**src/rtl/l2_write_buffer.sv**
```systemverilog
// rtl/l2_write_buffer.sv - posted write-back buffer between L2 pmem port and memory
// Optional feature macro: WBUF_READ_FWD_EN (serve read tag hits straight from the buffer).
// Without it, a read that hits a buffered line drains the buffer until no entry matches,
// so memory always holds the newest copy before it is read.
module l2_write_buffer #(
  parameter int DEPTH  = 4,
  parameter int LINE_W = 128,
  parameter int ADDR_W = 16
) (
  input  logic              clk,
  input  logic              rst_n,
  input  logic [ADDR_W-1:0] mem_address,
  input  logic [LINE_W-1:0] mem_wdata,
  input  logic              mem_read,
  input  logic              mem_write,
  output logic [LINE_W-1:0] mem_rdata,
  output logic              mem_resp,
  input  logic [LINE_W-1:0] pmem_rdata,
  input  logic              pmem_resp,
  output logic [LINE_W-1:0] pmem_wdata,
  output logic [ADDR_W-1:0] pmem_address,
  output logic              pmem_read,
  output logic              pmem_write,
  output logic              wb_empty
);

  localparam int IDX_W = $clog2(DEPTH);
  localparam int CNT_W = IDX_W + 1;
  localparam int TAG_W = ADDR_W - 4;

  typedef enum logic [1:0] {
    IDLE,
    RESP,
    RD_MEM,
    DRAIN
  } state_e;

  state_e             state_q, state_d;
  logic [DEPTH-1:0]   valid_q;
  logic [TAG_W-1:0]   tag_q  [DEPTH];
  logic [LINE_W-1:0]  line_q [DEPTH];
  logic [IDX_W-1:0]   head_q, tail_q;
  logic [CNT_W-1:0]   count_q;
  logic [LINE_W-1:0]  rdata_q;

  logic [TAG_W-1:0]   req_tag;
  logic               hit;
  logic [IDX_W-1:0]   hit_idx;
  logic               full;
  logic               empty;
  logic               push;
  logic               coalesce;
  logic               pop;
  logic               fwd_ld;
  logic               pmem_ld;

  // Byte offset within the line never selects anything.
  logic               unused_offset_bits;
  assign unused_offset_bits = ^mem_address[3:0];

  assign req_tag = mem_address[ADDR_W-1:4];
  assign full    = (count_q == CNT_W'(DEPTH));
  assign empty   = (count_q == '0);

  // Tag lookup; coalescing guarantees at most one valid entry per tag.
  always_comb begin
    hit     = 1'b0;
    hit_idx = '0;
    for (int i = 0; i < DEPTH; i++) begin
      if (valid_q[i] && (tag_q[i] == req_tag)) begin
        hit     = 1'b1;
        hit_idx = IDX_W'(i);
      end
    end
  end

  // Next-state logic and datapath strobes; writes beat reads, drains only when idle.
  always_comb begin
    state_d  = state_q;
    push     = 1'b0;
    coalesce = 1'b0;
    pop      = 1'b0;
    fwd_ld   = 1'b0;
    pmem_ld  = 1'b0;
    case (state_q)
      IDLE: begin
        if (mem_write) begin
          if (hit) begin
            coalesce = 1'b1;
            state_d  = RESP;
          end else if (!full) begin
            push    = 1'b1;
            state_d = RESP;
          end else begin
            // Make room; the held write is re-evaluated once the head pops.
            state_d = DRAIN;
          end
        end else if (mem_read) begin
          if (hit) begin
`ifdef WBUF_READ_FWD_EN
            fwd_ld  = 1'b1;
            state_d = RESP;
`else
            state_d = DRAIN;
`endif
          end else begin
            state_d = RD_MEM;
          end
        end else if (!empty) begin
          state_d = DRAIN;
        end
      end
      RD_MEM: begin
        if (pmem_resp) begin
          pmem_ld = 1'b1;
          state_d = RESP;
        end
      end
      DRAIN: begin
        if (pmem_resp) begin
          pop     = 1'b1;
          state_d = IDLE;
        end
      end
      RESP: begin
        state_d = IDLE;
      end
      default: begin
        state_d = IDLE;
      end
    endcase
  end

  // Control state: FSM, FIFO pointers, valid bits and the returned read line.
  always_ff @(posedge clk or negedge rst_n) begin
    if (!rst_n) begin
      state_q <= IDLE;
      valid_q <= '0;
      head_q  <= '0;
      tail_q  <= '0;
      count_q <= '0;
      rdata_q <= '0;
    end else begin
      state_q <= state_d;
      if (push) begin
        valid_q[tail_q] <= 1'b1;
        tail_q          <= tail_q + IDX_W'(1);
        count_q         <= count_q + CNT_W'(1);
      end
      if (pop) begin
        valid_q[head_q] <= 1'b0;
        head_q          <= head_q + IDX_W'(1);
        count_q         <= count_q - CNT_W'(1);
      end
      if (fwd_ld) begin
        rdata_q <= line_q[hit_idx];
      end
      if (pmem_ld) begin
        rdata_q <= pmem_rdata;
      end
    end
  end

  // Entry payload; qualified by valid_q so it needs no reset.
  always_ff @(posedge clk) begin
    if (push) begin
      tag_q[tail_q]  <= req_tag;
      line_q[tail_q] <= mem_wdata;
    end
    if (coalesce) begin
      line_q[hit_idx] <= mem_wdata;
    end
  end

  // Memory-side outputs follow the state so read and write can never overlap.
  always_comb begin
    pmem_address = '0;
    pmem_wdata   = '0;
    if (state_q == RD_MEM) begin
      pmem_address = {req_tag, 4'b0000};
    end else if (state_q == DRAIN) begin
      pmem_address = {tag_q[head_q], 4'b0000};
      pmem_wdata   = line_q[head_q];
    end
  end

  assign pmem_read  = (state_q == RD_MEM);
  assign pmem_write = (state_q == DRAIN);
  assign mem_resp   = (state_q == RESP);
  assign mem_rdata  = rdata_q;
  assign wb_empty   = empty;

endmodule

```
**config.mk**
```make
export PLATFORM = sky130hd
export DESIGN_NAME = l2_write_buffer
export DESIGN_NICKNAME = d
export VERILOG_FILES = /design/src/rtl/l2_write_buffer.sv
export SDC_FILE = /design/constraint.sdc
export NUM_CORES = 1
export LEC_CHECK = 0
export ABC_CLOCK_PERIOD_IN_PS = 7800
export CAP_MARGIN = 15
export CORE_MARGIN = 1
export CORE_UTILIZATION = 30
export CTS_BUF_LIST = sky130_fd_sc_hd__clkbuf_8
export CTS_CLUSTER_SIZE = 20
export DETAILED_ROUTE_END_ITERATION = 8
export GPL_ROUTABILITY_DRIVEN = 0
export HOLD_SLACK_MARGIN = 0.15
export PLACE_DENSITY = 0.59
export SETUP_SLACK_MARGIN = 0.2
export SYNTH_ARGS = -nofsm -noshare
export SYNTH_HDL_FRONTEND = slang
export SYNTH_SLANG_ARGS = --single-unit
export TNS_END_PERCENT = 20
```
**constraint.sdc**
```tcl
create_clock -name clk -period 7.8 [get_ports clk]
set_clock_uncertainty 0.05 [all_clocks]
set_input_delay 1.95 -clock clk [delete_from_list [all_inputs] [get_ports clk]]
set_output_delay 1.95 -clock clk [all_outputs]
set_load 0.05 [all_outputs]
```
==> impl_metrics.json <==
{
  "fin_crit_ns": 6.01,
  "cts_inserted_buffers": 119,
  "pre_cts_slack_ns": 1.95,
  "clock_sinks": 701,
  "finalNetCount": 2233,
  "avgRoutedWirePerCell_um": 20.7,
  "cp_slowest_cell": "dfrtp_1",
  "final_common_cell": "edfxtp_1",
  "clk_pin_slew_ns": 0.06,
  "synth-edff-count": 560,
  "synth_area_um2": 27400,
  "synth-seq-area-share_pct": 74.2,
  "remaining_drc_errors": 0,
  "vias_per_cell": 4.51,
  "grt_pass1_vias": 16176,
  "syn_inst": 1347,
  "r2r_start": "state_q[0]$_DFFE_PN0P_",
  "crit_required_ns": 5.80,
  "syn_area_per_cell_um2": 20.4,
  "crit_family": "buffers and inverters",
  "finalHoldViolCount": 0,
  "min_from": "mem_rdata[3]$_DFFE_PN0P_",
  "htreeDepth": 3,
  "drt_pre_antenna_iters": 4,
  "clock-root-buffer": "clkbuf_8",
  "holdPathEnd": "mem_rdata[3]$_DFFE_PN0P_",
  "cp_slowest_stage_delay_ns": 1.02,
  "hold_class": "reg2reg",
  "num_vias": 14538,
  "grt_start_max_net_pins": 129,
  "cp.arrival_ns": 4.01,
  "power_density_nw_per_um2": 390,
  "antenna_found_initial": 9,
  "worst_skew_pair.late_latency_ns": 0.75,
  "cp_max_fo": 78,
  "worst_pin_slew_ns": 1.09,
  "drive_gt1_share_pct": 22.3,
  "fmax_mhz": 166,
  "regToRegSetupSlack_ns": 4.40,
  "r2r_end": "line_q[2][57]$_DFFE_PP_",
  "grt_usage_pct": 14.5,
  "r2r_cells": 6,
  "max-vdd-ir-drop_v": 0.000226,
  "synthFlopType": "edfxtp_1",
  "design.core.area_um2": 90300,
  "grt-ovfl-total": 0,
  "final_max_slew_viol_count": 0,
  "tns_ns": 0,
  "layout_common_cells": "560 x edfxtp_1, 543 x clkdlybuf4s50_1, 140 x mux4_2",
  "synth_cell_types": 44,
  "startpoint_type": "register",
  "busiest_layer": "met2",
  "p_seq_share_pct": 36.4,
  "p_leak_nw": 12.6,
  "comb_power_share_pct": 40.4,
  "gr-usage-met2_pct": 25.3,
  "yosysWarnings": 0,
  "crit_path_end_kind": "output port",
  "grt_util_met3_pct": 5.65,
  "dp_hpwl_mm": 40.1,
  "rsz0062_at_grt": "no",
  "holdBufCountCts": 0,
  "met1_usage_pct": 15.6,
  "p_clk_share_pct": 23.3,
  "die_w_um": 304,
  "fillers": 8091,
  "ant_nets": 0,
  "slew_headroom_pct": 27.0,
  "numPortBuffers": 544,
  "cts_tree": "done",
  "die_h_um": 304,
  "fin_crit_sh_pct": 77.0,
  "outcome": "complete, no violations",
  "power.internal_mw": 8.96,
  "die_area_um2": 92700,
  "drv_cap": 0,
  "cts.path.max_buffers": 3,
  "initial_core_util_pct": 30.4,
  "p_sw_mw": 5.34,
  "post_cts_buffers": 0,
  "hold_depth": 1,
  "seq_area_um2": 20400,
  "drt_iter0_markers": 852,
  "multiInputGateArea_um2": 6740,
  "io-pin-count": 553,
  "cp.buffers_inverters": 2,
  "ys_ff_latch": 701,
  "setup_viol": 0,
  "criticalPathCategory": "reg2out",
  "areaGrowthSynthToFinish_pct": 33.6,
  "cts_resized": 0,
  "grt_pass1_wl_mm": 101,
  "routed_wl_mm": 66.9,
  "rows": 110,
  "async_flop_share_pct": 20.1,
  "power.total_mw": 14.3,
  "cp_cell_sequence": "and2_4, buf_12, and2_1, clkdlybuf4s50_1",
  "switching_share_pct": 37.3,
  "setup_ws_ns": 1.79
}
[registers in the layout (all words and copies together) (netlist names)]
register	cells
head_q	2
state_q	2
line_q	512
tag_q	48
count_q	3
mem_rdata	128
valid_q	4
tail_q	2
[layer usage]
metal	share of wire [%]	vias to the layer above
met5	0.16	-
met4	2.9	16
met3	8.6	130
met2	51	500
met1	37	7401
li1	-	6491
[worst max path at each step]
stage,start,endpoint,slack [ns],cells after the start
2_1_floorplan,mem_address[4],line_q[2][0]$_DFFE_PP_,-1.53,7
3_3_place_gp,mem_address[14],pmem_address[14],1.98,4
3_5_place_dp,mem_address[14],pmem_address[14],1.95,4
4_1_cts,state_q[0]$_DFFE_PN0P_,pmem_wdata[101],1.57,4
5_1_grt,state_q[0]$_DFFE_PN0P_,pmem_wdata[101],1.54,4
6_report,state_q[0]$_DFFE_PN0P_,pmem_wdata[2],1.79,4
[cell families (layout without fill, tap and decap cells)]
family | after synthesis | in the layout | share of synthesized area [%]
xor gates and xnor gates | 53 | 53 | 1.75
muxes | 283 | 283 | 17.3
AOI/OAI and AO/OA | 16 | 16 | 0.552
and+or+nand+nor | 194 | 194 | 4.29
DFF | 701 | 701 | 74.2
buffers and inverters | 90 | 787 | 1.51
other | 1 | 6 | 0.0137
adders and majority gates | 9 | 9 | 0.438
[per-stage QoR]
step	utilization [%]	hold slack, ns	cells	instance area, um2
after floorplan	-	0.412	1350	27500
after global placement	37.9	0.430	3002	34200
after detailed placement	37.9	0.442	3002	34200
after CTS	40.6	0.455	3223	36700
after global routing	40.6	0.457	3224	36700
final	40.6	0.452	3225	36700
[Yosys cell counts (all sizes together) (2+ instances only)]
master,n,area [um2]
a21oi,3,18.8
a2bb2oi,4,60.1
a31oi,3,18.8
and2,130,813
and3,7,48.8
buf,49,260
clkbuf,32,120
dfrtp,141,3530
edfxtp,560,16800
ha,8,100
inv,9,33.8
mux2,129,1450
mux2i,14,140
mux4,140,3150
nand2,12,47.6
nand3,5,25.0
nand4,6,37.5
nor2,19,71.3
nor3,5,30.0
nor4,5,67.6
o21ai,3,15.0
o22ai,2,12.5
xnor2,42,368
xor2,11,111
[power by group through the flow]
stage               Sequential (mW)  Clock, mW  Combinational, mW
floorplan                      6.41          0               2.79
global placement               5.24          0               5.85
detailed placement             5.29          0               5.87
finish                         5.20       3.33               5.77
CTS                            5.22       3.46               5.88
global route                   5.29       3.61               6.08
[area by class of cell]
class,count,share of cell area [%]
Sequential cell,701,55.5
Antenna cell,2,0.0137
Clock buffer,125,4.69
Timing Repair Buffer,557,15.4
Inverter,9,0.0922
Clock inverter,96,1.93
Tap cell,1176,4.01
Multi-Input combinational cell,559,18.4
Power figures use the tool's default switching activity.
